[src/rtl/rr_mux_arbiter_pkg.sv]
// Shared types and helpers for the round-robin 4:1 mux arbiter.
// Holds state encoding, requester sizing and the rotating first-set search.
package rr_mux_arbiter_pkg;

    localparam int NUM_REQ = 4;
    localparam int SEL_W   = 2;

    typedef enum logic {
        IDLE  = 1'b0,
        GRANT = 1'b1
    } state_e;

    typedef struct packed {
        logic             found;
        logic [SEL_W-1:0] idx;
    } pick_t;

    // Lowest offset from start wins, so scan offsets high to low.
    function automatic pick_t first_set(
        input logic [0:NUM_REQ-1] vec,
        input logic [SEL_W-1:0]   start
    );
        pick_t            p;
        logic [SEL_W-1:0] idx;
        p = '0;
        for (int n = NUM_REQ - 1; n >= 0; n--) begin
            idx = start + SEL_W'(n);
            if (vec[idx]) begin
                p.found = 1'b1;
                p.idx   = idx;
            end
        end
        return p;
    endfunction

    function automatic logic [0:NUM_REQ-1] onehot(
        input logic [SEL_W-1:0] idx
    );
        logic [0:NUM_REQ-1] v;
        v      = '0;
        v[idx] = 1'b1;
        return v;
    endfunction

endpackage

[src/rtl/rr_mux_arbiter_mux_core.sv]
// Combinational 4:1 single-bit mux shared by all requesters.
// Select 0 picks I[0], select 3 picks I[3].
module four_to_one_mux_core
    import rr_mux_arbiter_pkg::*;
(
    input  logic [0:NUM_REQ-1] I,
    input  logic [SEL_W-1:0]   Sel,
    output logic               Y
);

    always_comb begin
        Y = 1'b0;
        unique case (Sel)
            2'd0: Y = I[0];
            2'd1: Y = I[1];
            2'd2: Y = I[2];
            2'd3: Y = I[3];
            default: Y = 1'b0;
        endcase
    end

endmodule

[src/rtl/rr_mux_arbiter.sv]
// Round-robin arbiter owning a shared 4:1 mux; registers the owner's bit.
// Release on Last, early withdraw or hold expiry hands over with no bubble.
module rr_mux_arbiter
    import rr_mux_arbiter_pkg::*;
#(
    parameter int MAX_HOLD = 8,
    parameter int HOLD_W   = 4
) (
    input  logic             Clk,
    input  logic             Rst_n,
    input  logic [0:3]       Req,
    input  logic [0:3]       Last,
    input  logic [0:3]       I,
    output logic [0:3]       Grant,
    output logic [0:1]       Select_Line,
    output logic             Out,
    output logic             Out_Valid,
    output logic             Busy
);

    localparam logic [HOLD_W-1:0] HOLD_MAX = HOLD_W'(MAX_HOLD - 1);

    state_e             state_q, state_d;
    logic [SEL_W-1:0]   ptr_q, ptr_d;
    logic [HOLD_W-1:0]  hold_q, hold_d;
    logic [0:NUM_REQ-1] grant_q, grant_d;
    logic [SEL_W-1:0]   sel_q, sel_d;
    logic               out_q, out_d;
    logic               out_valid_q, out_valid_d;

    logic               mux_out;
    logic               release_c;
    pick_t              pick;

    four_to_one_mux_core u_mux (
        .I   (I),
        .Sel (sel_q),
        .Y   (mux_out)
    );

    always_comb begin
        state_d     = state_q;
        ptr_d       = ptr_q;
        hold_d      = hold_q;
        grant_d     = grant_q;
        sel_d       = sel_q;
        out_d       = out_q;
        out_valid_d = 1'b0;
        release_c   = 1'b0;
        pick        = '0;
        unique case (state_q)
            IDLE: begin
                pick = first_set(Req, ptr_q);
                if (pick.found) begin
                    state_d = GRANT;
                    grant_d = onehot(pick.idx);
                    sel_d   = pick.idx;
                    hold_d  = '0;
                end
            end
            GRANT: begin
                out_valid_d = Req[sel_q];
                if (Req[sel_q]) begin
                    out_d = mux_out;
                end
                release_c = !Req[sel_q] || Last[sel_q]
                         || (hold_q == HOLD_MAX);
                if (release_c) begin
                    // The releasing owner is masked so it cannot win back-to-back.
                    ptr_d = sel_q + 2'd1;
                    pick  = first_set(Req & ~onehot(sel_q), sel_q + 2'd1);
                    if (pick.found) begin
                        grant_d = onehot(pick.idx);
                        sel_d   = pick.idx;
                        hold_d  = '0;
                    end else begin
                        state_d = IDLE;
                        grant_d = '0;
                    end
                end else if (hold_q != HOLD_MAX) begin
                    hold_d = hold_q + 1'b1;
                end
            end
            default: state_d = IDLE;
        endcase
    end

    always_ff @(posedge Clk or negedge Rst_n) begin
        if (!Rst_n) begin
            state_q     <= IDLE;
            ptr_q       <= '0;
            hold_q      <= '0;
            grant_q     <= '0;
            sel_q       <= '0;
            out_q       <= 1'b0;
            out_valid_q <= 1'b0;
        end else begin
            state_q     <= state_d;
            ptr_q       <= ptr_d;
            hold_q      <= hold_d;
            grant_q     <= grant_d;
            sel_q       <= sel_d;
            out_q       <= out_d;
            out_valid_q <= out_valid_d;
        end
    end

    assign Grant       = grant_q;
    assign Select_Line = sel_q;
    assign Out         = out_q;
    assign Out_Valid   = out_valid_q;
    assign Busy        = (state_q == GRANT);

endmodule
[config.mk]
export PLATFORM = sky130hd
export DESIGN_NAME = rr_mux_arbiter
export DESIGN_NICKNAME = d
export VERILOG_FILES = /design/src/rtl/rr_mux_arbiter_pkg.sv /design/src/rtl/rr_mux_arbiter_mux_core.sv /design/src/rtl/rr_mux_arbiter.sv
export SDC_FILE = /design/constraint.sdc
export NUM_CORES = 1
export LEC_CHECK = 0
export ABC_AREA = 1
export ABC_CLOCK_PERIOD_IN_PS = 2500
export CAP_MARGIN = 40
export CORE_ASPECT_RATIO = 1.1
export CORE_MARGIN = 2
export CORE_UTILIZATION = 40
export DETAILED_ROUTE_END_ITERATION = 10
export PLACE_DENSITY = 0.74
export SLEW_MARGIN = 20
export SYNTH_ARGS = -nofsm -noshare
export SYNTH_HDL_FRONTEND = slang
export SYNTH_HIERARCHICAL = 1
export SYNTH_SLANG_ARGS = --single-unit
[constraint.sdc]
create_clock -name Clk -period 2.5 [get_ports Clk]
set_input_delay 0.5 -clock Clk [delete_from_list [all_inputs] [get_ports Clk]]
set_output_delay 0.5 -clock Clk [all_outputs]
set_load 0.01 [all_outputs]
==> metrics.md, run 1 <==
| Metric | Value |
|---|---|
| Status | completed |
| Top Ports | 23 |
| DRT Wirelength | ~2.9 mm |
| Period minus WS final | around 2 ns |
| Post-synthesis area per instance | roughly 6.6 sq um |
| Max Fclk | approximately 500 MHz |
| Post-Route Setup TNS | 0 ns |
| Clock sink count | 15 |
| Clock buffer depth | 2 |
| Clk_lat worst skew | between 0.2 and 0.3 ns |
| CP Capture Type | output pin |
| Simple-Gate Fraction of Synth Area | between 40% and 50% |
| Hold Crit Class | flop to flop |
| Number of antenna violations at the first check in global routing | 0 |
| #FFs+latches synth | 15 |
| Setup bufs post-CTS | 0 |
| Routing usage on met1 | approximately a fifth |
| Die ar. | a little over 0.004 sq mm |
| # fillers | between 300 and 400 |
| Starting density of the core | 42.1% |
| Pwr/cell area | 1390 mW/mm^2 |
| Worst-path cell chain | clkdlybuf4s50_1 |
| Core Region | 0.00336 sq mm |
| Critical path peak fanout | 11 |
| Total gr overflow | 0 |
| TritonCTS clock tree | done |
| Post-synthesis sequential area ratio | between 20% and 30% |
| Final Setup Violations | 0 |
| Hold buffers post-CTS | 0 |
| Combinational share of power | 74.8% |
| Worst R2R End | Grant[3]$_DFFE_PN0P_ |
| Arrival time worst endpoint | around 1.5 ns |
| Crit-path slowest cell | clkdlybuf4s50_1 |
| Drt pass-1 iters | 4 |
| CTS clk-pin slew, worst paths | about 0.1 ns |
| Share of power burned in registers | between 10% and 20% |
| Startpoint types | flop |
| Pre-CTS WS | 0.305 ns |
| Worst reg2reg path startpoint | Select_Line[1]$_DFFE_PN0P_ |
| Crit path required time | around 2.0 ns |
| Vias/cell | about 4.6 |
| Adder-cell share of the synthesized area | about 4.4% |
| Drc violations | 0 |
| Clock skew | ~0.0050 ns |
| Synthesized area | between 0.001 and 0.0015 sq mm |
| Vias in the first global route | ~1200 |
| First-pass GRT wire length | between 5 and 6 mm |
| Met3 Resource Use GR | between 3 and 4% |
| CTS buffer count | 3 |
| Share of post-route cells with drive strength above 1 | approximately 18% |
| Clock network fraction of total power | 6.3% |
| DP HPWL | 2.28 mm |
| Worst-Margin Slew | between 0.7 and 0.8 ns |
| Die Ht | 66.4 microns |
| Chip width | approximately 60 microns |
| Synthesized instance count | roughly 210 |
| Most common cell after layout, fill and taps aside | nand2_1 |
| Pleak | roughly 0.88 nW |
| Ant diodes | 0 |
| Slew headroom | 52.6% |
| Syn Nets | around 230 |
| Cell-internal power | 1.08 mW |
| GRT met2 Usage | 27.4% |
| XOR/XNOR share of the synthesized area | 1.86% |
| RSZ-0062 raised after global routing | no |
| Period utilization | 80.2% |
| Max-cap violation count | 0 |
| Area of the multi-input gates | 868 sq um |
| P&R area growth vs syn | 19.4% |
| Critical Path End | Busy |
| CP max stage delay | a little over 0.6 ns |
| Most frequent cells in the layout | nand2_1, inv_1, nand3_1 |
| Psw | roughly 1.3 mW |
| Synth cell types | 27 |
| Final max-slew violation count | 0 |
| Hold Violations, Final | 0 |
| Clock root buffer | clkbuf_4 |
| Synth top area cells | dfrtp_1, nand2_1, nand3_1 |
| Detailed-route wire length per cell | 9.99 microns |
| Cts repair resizes | 0 |
| Synth top area share | between 20% and 30% |
| Std cell rows | 22 |
| Starting DRC count in detailed routing | 20 |
| Largest family of logic cells by synthesized area | simple AND/OR/NAND/NOR gates |
| Worst path top cell family by delay | buffers and inverters |
| Post-synthesis mux area share | less than 1% |
| GRT busiest layer | met2 |
| Largest net degree at the start of global routing | 19 |
| Setup WS post-layout | between 0.4 and 0.5 ns |
| Post-synthesis cell type with the largest combined area | dfrtp_1 |
| Worst R2R Path Depth | 14 |
| Final RePlAce weighted congestion | roughly 0.82 |
| Setup CP Type | flop to output pin |
| Global Route Usage Sum | between 15 and 20% |
| Worst Path Buf+Inv | 1 |
| Sw frac | between 50 and 60% |
| Number of cells on the critical path | 1 |
| H-tree depth | 1 |
| Post-synthesis compound-gate area fraction | under 10% |
| Via Count | approximately 1300 |
| Fin nets | around 260 |
| VDD IR max | ~0.7 mV |
| Post-route ant nets | 0 |
| Tot Pwr | roughly 2.3 mW |
| Worst Setup SP | Busy$_DFF_PN0_ |
| Reg2Reg Setup Slack | between 0.6 and 0.7 ns |
| Storage cell area | 375 sq um |
| Yosys Warn Count | 6 |
| Input/output buffers | 22 |
| Hold slack final | 0.487 ns |
## metal layers
| layer | routed length, microns | part of all wire [%] | vias up |
|---|---|---|---|
| li1 | - | - | 719 |
| met1 | 1350 | 47 | 574 |
| met2 | 1410 | 49 | 20 |
| met3 | 82 | 2.9 | 2 |
| met4 | 12 | 0.42 | 0 |
| met5 | 0 | 0 | - |
## registers in the layout, summed over array words and instances (netlist names)
name	flops
Busy	1
Out	1
hold_q	4
Select_Line	2
Out_Valid	1
ptr_q	2
Grant	4
## how the worst min path moves through the flow
stage	to	cells after the start	slack, ns	startpoint
final	Grant[1]$_DFFE_PN0P_	2	0.49	Grant[1]$_DFFE_PN0P_
after global routing	Grant[3]$_DFFE_PN0P_	2	0.54	Grant[3]$_DFFE_PN0P_
after CTS	Grant[1]$_DFFE_PN0P_	2	0.49	Grant[1]$_DFFE_PN0P_
after detailed placement	Grant[1]$_DFFE_PN0P_	2	0.47	Grant[1]$_DFFE_PN0P_
after global placement	Grant[3]$_DFFE_PN0P_	2	0.48	Grant[3]$_DFFE_PN0P_
after floorplan	Busy$_DFF_PN0_	0	0.20	Rst_n
## cells by family (layout without fill, tap and decap cells)
kind of cell | Yosys count | in the layout
and+or+nand+nor | 141 | 141
buffers and inverters | 36 | 60
DFF | 15 | 15
AOI/OAI and AO/OA | 13 | 13
adders and majority gates | 5 | 5
xor gates and xnor gates | 3 | 3
muxes | 1 | 1
## synthesized netlist by cell type
cell / count
nor2_2: 1
clkinv_1: 1
nand3_1: 23
nand2_1: 72
o31ai_1: 1
nand2_2: 14
o21ai_4: 2
nor3_1: 2
xor2_1: 2
nand4_1: 3
a21oi_1: 3
nand2_4: 1
nor2_1: 15
clkbuf_8: 1
nor2_4: 1
o21ai_0: 2
buf_6: 3
nand3b_2: 1
inv_1: 23
ha_1: 5
mux2_2: 1
xnor2_1: 1
inv_4: 1
nand3_2: 8
inv_2: 7
dfrtp_1: 15
o21ai_1: 5
## metrics by stage
stage	util (%)	instance area [sq um]	instances
6_report	50.3	1690	286
5_1_grt	50.3	1690	286
4_1_cts	50.3	1690	286
3_5_place_dp	49.5	1660	282
3_3_place_gp	49.5	1660	282
2_1_floorplan	-	1410	214
## worst min-delay path: stages (launching register included)
cell	delay [ns]
dfrtp_1	0.36
nand2_1	0.05
nand2_1	0.05
## power groups by stage
stage	combinational, mW	sequential, mW	clock (mW)
5_1_grt	2.01	0.457	0.161
6_report	1.76	0.442	0.149
3_3_place_gp	1.75	0.448	0
3_5_place_dp	1.77	0.446	0
2_1_floorplan	1.38	0.462	0
4_1_cts	1.77	0.443	0.148
## layout make-up
type	count	area share, %
multi-input cells	163	51.4
flip-flops and latches	15	22.2
repair buffers	24	13.9
inverters	32	7.26
well taps	48	3.56
clock buffers	4	1.56
Power figures use the tool's default switching activity.
==> run 2, diff against run 1 <==
--- a/config.mk
+++ b/config.mk
@@ -6,13 +6,13 @@
 export NUM_CORES = 1
 export LEC_CHECK = 0
 export ABC_AREA = 1
-export ABC_CLOCK_PERIOD_IN_PS = 2500
+export ABC_CLOCK_PERIOD_IN_PS = 1700
 export CAP_MARGIN = 40
 export CORE_ASPECT_RATIO = 1.1
 export CORE_MARGIN = 2
 export CORE_UTILIZATION = 40
 export DETAILED_ROUTE_END_ITERATION = 10
-export PLACE_DENSITY = 0.74
+export PLACE_DENSITY = 0.76
 export SLEW_MARGIN = 20
 export SYNTH_ARGS = -nofsm -noshare
 export SYNTH_HDL_FRONTEND = slang
==> constraint.sdc (replaced) <==
create_clock -name Clk -period 1.7 [get_ports Clk]
set_input_delay 0.34 -clock Clk [delete_from_list [all_inputs] [get_ports Clk]]
set_output_delay 0.34 -clock Clk [all_outputs]
set_load 0.01 [all_outputs]
==> run 2 against run 1 <==
  * The flow now finishes with violations (setup timing)
  * Register-to-register slack lost 0.69 ns
  * Clock skew grew 0.0014 ns
  * Die area is the same
  * Cell area grew 13%
  * Largest power group unchanged
  * Count of clock-buffer cells in the layout shrank 1
  * Utilization grew 6.6 points
  * Sequential cell count is the same
  * Clock power grew 40%
  * Critical path type is now flop to flop
  * Final cell count grew 7.0%
  * Critical endpoint is now Grant[0]$_DFFE_PN0P_
  * Sequential share of layout area shrank 2.4 points
  * Hold slack lost 0.18 ns
==> metrics.md, run 2 (synthesis results as in run 1) <==
| Metric | Value |
|---|---|
| Ant diodes | 0 (unchanged) |
| Number of antenna violations at the first check in global routing | 0 (unchanged) |
| Starting DRC count in detailed routing | 22 (+10%) |
| Vias in the first global route | 1313 (+8.9%) |
| RSZ-0062 raised after global routing | yes |
| TritonCTS clock tree | done |
| CTS clk-pin slew, worst paths | 0.10 ns (about the same) |
| Final Setup Violations | 4 (+4) |
| Tot Pwr | 4.01 mW (+71%) |
| Clock sink count | 15 (unchanged) |
| Worst path top cell family by delay | simple AND/OR/NAND/NOR gates |
| Layout Utilization | 56.9% (+6.6 points) |
| Worst-path cell chain | inv_4 > ha_4 > xor2_1 > nand2_1 > nand2_1 > inv_1 > nand2_2 > nand2_2 > nand2_2 > nand3_2 > nor2_2 > nor2_1 > nor2_1 |
| Worst R2R End | Grant[0]$_DFFE_PN0P_ |
| Hold slack final | 0.312 ns (-0.175 ns) |
| First-pass GRT wire length | 5.51 mm (+10%) |
| Hold Violations, Final | 0 (unchanged) |
| Period minus WS final | 1.76 ns |
| Std cell rows | 22 (unchanged) |
| Post-route ant nets | 0 (unchanged) |
| Reg2Reg Setup Slack | -0.06 ns (-0.69 ns) |
| Hold Crit Class | input port to asynchronous set/reset pin |
| Dpl cells | 299 (+6.0%) |
| Clock skew | 0.00632 ns (+0.00135 ns) |
| Top Ports | 23 (unchanged) |
| Clock buffer depth | 2 (unchanged) |
| Vias/cell | 4.72 (+2.6%) |
| Max-cap violation count | 0 (unchanged) |
| Post-DP Area | 0.00180 sq mm (+8.6%) |
| Startpoint types | flop |
| Final RePlAce weighted congestion | 0.847 (+3.2%) |
| Post-Route Setup TNS | -0.143 ns (-0.143 ns) |
| CP Capture Type | flop |
| Setup CP Type | flop to flop |
| Most frequent CP cell | nand2_2 |
| Via Count | 1444 (+9.8%) |
| CTS buffer count | 3 (unchanged) |
| Most common cell after layout, fill and taps aside | nand2_1 |
| DRT Wirelength | 3.22 mm (+13%) |
| Largest net degree at the start of global routing | 11 (-8) |
| # fillers | 324 (-10%) |
| Share of post-route cells with drive strength above 1 | 29.1% (+11 points) |
| Drt pass-1 iters | 4 (unchanged) |
| CP max stage delay | 0.45 ns (-0.17 ns) |
| Most frequent cells in the layout | nand2_1, inv_1, nand3_1, buf_4, clkdlybuf4s50_1 |
| Global Route Usage Sum | 17.9% (+2.0 points) |
| Drc violations | 0 (unchanged) |
| Chip width | 60.7 microns (unchanged) |
| Clock root buffer | clkbuf_4 |
| Setup WS post-layout | -0.0621 ns (-0.556 ns) |
| VDD IR max | 0.961 mV (+35%) |
| Die Ht | 66.4 microns (unchanged) |
| Starting density of the core | 42.1% (unchanged) |
| Worst Path Buf+Inv | 2 (+1) |
| DP HPWL | 2.60 mm (+14%) |
| Max Fclk | around 570 MHz |
| Detailed-route wire length per cell | 10.5 microns (+5.4%) |
| Period utilization | 104% |
| Final max-slew violation count | 0 (unchanged) |
| P&R area growth vs syn | 35.0% |
| Crit path required time | 1.92 ns (-0.08 ns) |
| Fin nets | 278 (+7.8%) |
| Arrival time worst endpoint | 1.98 ns (+0.47 ns) |
| Pre-CTS WS | -0.266 ns (-0.570 ns) |
| Area of the multi-input gates | 920 sq um (+5.9%) |
| Design area | 0.00191 sq mm (+13%) |
| Pleak | 1.03 nW (+17%) |
| Fin cells | 306 (+7.0%) |
| Worst reg2reg path startpoint | Select_Line[1]$_DFFE_PN0P_ |
| Worst R2R Path Depth | 13 (-1) |
| Pwr/cell area | 2100 mW/mm^2 (+51%) |
| Die ar. | 0.00403 sq mm (unchanged) |
| Failing checks | setup timing |
| Clk_lat worst skew | 0.28 ns (about the same) |
| Input/output buffers | 22 (unchanged) |
| Critical path peak fanout | 5 (-6) |
| Storage cell area | 379 sq um (+1.0%) |
| H-tree depth | 1 (unchanged) |
| Total gr overflow | 0 (unchanged) |
| Worst-Margin Slew | 0.342 ns (-0.367 ns) |
| Core Region | 0.00336 sq mm (unchanged) |
| Status | finished with violations |
| Crit-path slowest cell | dfrtp_2 |
| Slew headroom | 77.1% (+25 points) |
run 2: cell count changes in the layout (fill, tap and decap cells not counted), sizes merged:
cell	before	now
clkinv	1	2
clkdlybuf4s15	0	1
dlygate4sd2	0	1
clkdlybuf4s50	22	16
dlymetal6s2s	0	4
clkbuf	4	3
buf	2	22
run 2: worst reg2reg max path: stages, from the launching register on:
cell,delay [ns]
dfrtp_2,0.45
inv_4,0.06
ha_4,0.30
xor2_1,0.14
nand2_1,0.09
nand2_1,0.06
inv_1,0.04
nand2_2,0.07
nand2_2,0.05
nand2_2,0.08
nand3_2,0.08
nor2_2,0.14
nor2_1,0.05
nor2_1,0.08
run 2: area by class of cell:
cell class	count	area share (%)
repair buffers	44	20.8
clock inverters	1	0.262
multi-input cells	163	48.2
inverters	32	6.55
flip-flops and latches	15	19.9
well taps	48	3.15
clock buffers	3	1.18
run 2: timing repair:
item / in CTS / in global routing
setup endpoints to repair: 10 / 11
buffers inserted: 0 / 3
resized for setup: 7 / 15
hold buffers: 0 / 0
pin swaps: 4 / 5
run 2: routing by layer:
metal	global-route usage [%]	wire, microns
met1	21.5	1360
met2	30.9	1660
met3	2.94	113
met4	7.34	82
met5	0	0
run 2: where the power goes:
part / internal, mW / switching [mW] / total [mW]
combinational: 1.34 / 1.80 / 3.14
sequential: 0.520 / 0.143 / 0.663
clock: 0.0873 / 0.121 / 0.208
run 2: worst max-delay path by stage:
stage,depth (start not counted),end,slack [ns],startpoint
5_1_grt,16,Grant[3]$_DFFE_PN0P_,-0.21,Select_Line[1]$_DFFE_PN0P_
4_1_cts,13,Grant[0]$_DFFE_PN0P_,-0.08,Select_Line[1]$_DFFE_PN0P_
2_1_floorplan,15,Grant[3]$_DFFE_PN0P_,-0.06,Select_Line[1]$_DFFE_PN0P_
3_3_place_gp,11,Grant[0]$_DFFE_PN0P_,-0.26,Req[2]
3_5_place_dp,12,Grant[0]$_DFFE_PN0P_,-0.27,Req[3]
6_report,13,Grant[0]$_DFFE_PN0P_,-0.06,Select_Line[1]$_DFFE_PN0P_
==> run 3, diff against run 2 <==
--- a/config.mk
+++ b/config.mk
@@ -10,9 +10,9 @@
 export CAP_MARGIN = 40
 export CORE_ASPECT_RATIO = 1.1
 export CORE_MARGIN = 2
-export CORE_UTILIZATION = 40
+export CORE_UTILIZATION = 48
 export DETAILED_ROUTE_END_ITERATION = 10
-export PLACE_DENSITY = 0.76
+export PLACE_DENSITY = 0.87
 export SLEW_MARGIN = 20
 export SYNTH_ARGS = -nofsm -noshare
 export SYNTH_HDL_FRONTEND = slang
==> run 3 against run 2 <==
  * The run still ends with setup timing left
  * Non-clock buffer count unchanged
  * Utilization up 11 points
  * Critical endpoint is now Grant[2]$_DFFE_PN0P_
  * Wire length down 1.0%
  * Maximum frequency down 0.55%
==> metrics.md, run 3 (synthesis results as in run 1) <==
| Metric | Value |
|---|---|
| Clock buffer depth | 2 (unchanged) |
| Pwr/cell area | 2160 mW/mm^2 (+2.8%) |
| Largest net degree at the start of global routing | 11 (unchanged) |
| Dpl cells | 284 (-5.0%) |
| Worst-path cell chain | inv_4 > ha_4 > xor2_1 > nand2_1 > nand2_1 > inv_1 > nand2_2 > nand2_2 > nand2_4 > buf_4 > nand4_1 > a21oi_1 |
| Worst reg2reg path startpoint | Select_Line[1]$_DFFE_PN0P_ |
| Setup WS post-layout | -0.0719 ns (-0.00980 ns) |
| Most frequent cells in the layout | nand2_1, nand3_1, buf_4 |
| Failing checks | setup timing |
| Arrival time worst endpoint | 2.00 ns (+0.02 ns) |
| Clock skew | 0.00188 ns (-0.00444 ns) |
| Die ar. | 0.00340 sq mm (-16%) |
| Top Ports | 23 (unchanged) |
| Clk_lat worst skew | 0.30 ns (+0.02 ns) |
| Crit path required time | 1.93 ns (about the same) |
| Input/output buffers | 22 (unchanged) |
| Clock root buffer | clkbuf_4 |
| CTS buffer count | 3 (unchanged) |
| DRT Wirelength | 3.19 mm (-1.0%) |
| Detailed-route wire length per cell | 11.0 microns (+4.1%) |
| DP HPWL | 2.56 mm (-1.6%) |
| Ant diodes | 0 (unchanged) |
| Design area | 0.00188 sq mm (-1.6%) |
| Fin nets | 278 (unchanged) |
| CP max stage delay | 0.46 ns (about the same) |
| Hold Violations, Final | 0 (unchanged) |
| Starting DRC count in detailed routing | 36 (+64%) |
| Final max-slew violation count | 0 (unchanged) |
| Drt pass-1 iters | 4 (unchanged) |
| Crit-path slowest cell | dfrtp_2 |
| Setup CP Type | flop to flop |
| Reg2Reg Setup Slack | -0.07 ns (about the same) |
| RSZ-0062 raised after global routing | yes |
| CTS clk-pin slew, worst paths | 0.09 ns (about the same) |
| Final RePlAce weighted congestion | 0.828 (-2.2%) |
| VDD IR max | 1.61 mV (+68%) |
| First-pass GRT wire length | 5.25 mm (-4.8%) |
| Number of antenna violations at the first check in global routing | 0 (unchanged) |
| Post-route ant nets | 0 (unchanged) |
| Most common cell after layout, fill and taps aside | nand2_1 |
| H-tree depth | 1 (unchanged) |
| Core Region | 0.00278 sq mm (-17%) |
| Die Ht | 60.9 microns (-8.2%) |
| P&R area growth vs syn | 32.8% |
| Clock sink count | 15 (unchanged) |
| Layout Utilization | 67.6% (+11 points) |
| Critical path peak fanout | 6 (+1) |
| Worst R2R Path Depth | 12 (-1) |
| Fin cells | 291 (-4.9%) |
| Period utilization | 104% (+0.58 points) |
| Post-DP Area | 0.00180 sq mm (-0.35%) |
| Tot Pwr | 4.06 mW (+1.1%) |
| Max Fclk | 564 MHz (-0.55%) |
| Max-cap violation count | 0 (unchanged) |
| Via Count | 1489 (+3.1%) |
| Pre-CTS WS | -0.306 ns (-0.0408 ns) |
| Drc violations | 0 (unchanged) |
| TritonCTS clock tree | done |
| Total gr overflow | 0 (unchanged) |
| Hold Crit Class | input port to asynchronous set/reset pin |
| CP Capture Type | flop |
| Slew headroom | 76.4% (-0.71 points) |
| Share of post-route cells with drive strength above 1 | 29.1% (unchanged) |
| Std cell rows | 20 (-9.1%) |
| Global Route Usage Sum | 19.4% (+1.5 points) |
| Final Setup Violations | 6 (+2) |
| Chip width | 55.7 microns (-8.1%) |
| Status | finished with violations |
| Worst R2R End | Grant[2]$_DFFE_PN0P_ |
| Pleak | 0.997 nW (-3.3%) |
| Vias/cell | 5.12 (+8.4%) |
| Starting density of the core | 50.9% (+8.8 points) |
| Startpoint types | flop |
| Worst-Margin Slew | 0.353 ns (+0.0106 ns) |
| Vias in the first global route | 1390 (+5.9%) |
| Period minus WS final | 1.77 ns (+0.00980 ns) |
## run 3: cell types whose count changed in the layout (fill, tap and decap cells not counted), moves of 2 or more
cell and delta:
ha_2 +2, dlymetal6s2s_1 -4, ha_1 -2, clkdlybuf4s50_1 +4
nand3_1 +2
## run 3: metrics by stage
step                hold WS, ns  TNS, ns
global placement          0.470    -2.10
floorplan                0.0444   -0.142
CTS                       0.319   -0.125
finish                    0.306   -0.251
global route              0.333    -1.40
detailed placement        0.475    -2.71
## run 3: area by class of cell
| class | count | area (sq um) |
|---|---|---|
| tap | 33 | 41.3 |
| clock buffer | 3 | 22.5 |
| inverter | 32 | 125 |
| clock inverter | 1 | 5.00 |
| sequential | 15 | 378 |
| timing repair buffer | 44 | 395 |
| multi-input combinational | 163 | 911 |
| fill | 212 | 900 |
## run 3: repair_timing
action / in CTS / in global routing
buffers inserted: 1 / 2
hold buffers: 0 / 0
resized for setup: 11 / 3
pin swaps: 5 / 0
endpoints found under the setup margin: 12 / 11
## run 3: layer usage
layer / track usage [%] / up-vias / wire length, microns
met5: 0 / - / 0
met1: 20.8 / 691 / 1300
li1: - / 760 / -
met3: 3.20 / 5 / 133
met2: 39.3 / 33 / 1700
met4: 5.92 / 0 / 55
## run 3: worst max-delay path, delay by kind of cell (launching register included)
family / cells / cell delay, ns
AO/OA/AOI/OAI: 1 / 0.14
AND/OR/NAND/NOR: 6 / 0.44
flip-flops: 1 / 0.46
adder cells (fa/ha/maj): 1 / 0.30
XOR/XNOR: 1 / 0.14
buffers and inverters: 3 / 0.22
## run 3: worst max-delay path by stage
stage	startpoint	to	slack (ns)	depth (start not counted)
floorplan	Select_Line[1]$_DFFE_PN0P_	Grant[3]$_DFFE_PN0P_	-0.06	15
global placement	Req[2]	Select_Line[0]$_DFFE_PN0P_	-0.25	12
detailed placement	Req[3]	Grant[0]$_DFFE_PN0P_	-0.31	12
CTS	Select_Line[0]$_DFFE_PN0P_	Grant[0]$_DFFE_PN0P_	-0.05	14
global route	Select_Line[0]$_DFFE_PN0P_	Grant[0]$_DFFE_PN0P_	-0.22	14
finish	Select_Line[1]$_DFFE_PN0P_	Grant[2]$_DFFE_PN0P_	-0.07	12
## run 3: where the power goes
group,switching [mW],total [mW],internal [mW]
Combinational,1.81,3.18,1.37
Clock,0.124,0.212,0.0879
Sequential,0.155,0.672,0.517
Total,2.08,4.06,1.98
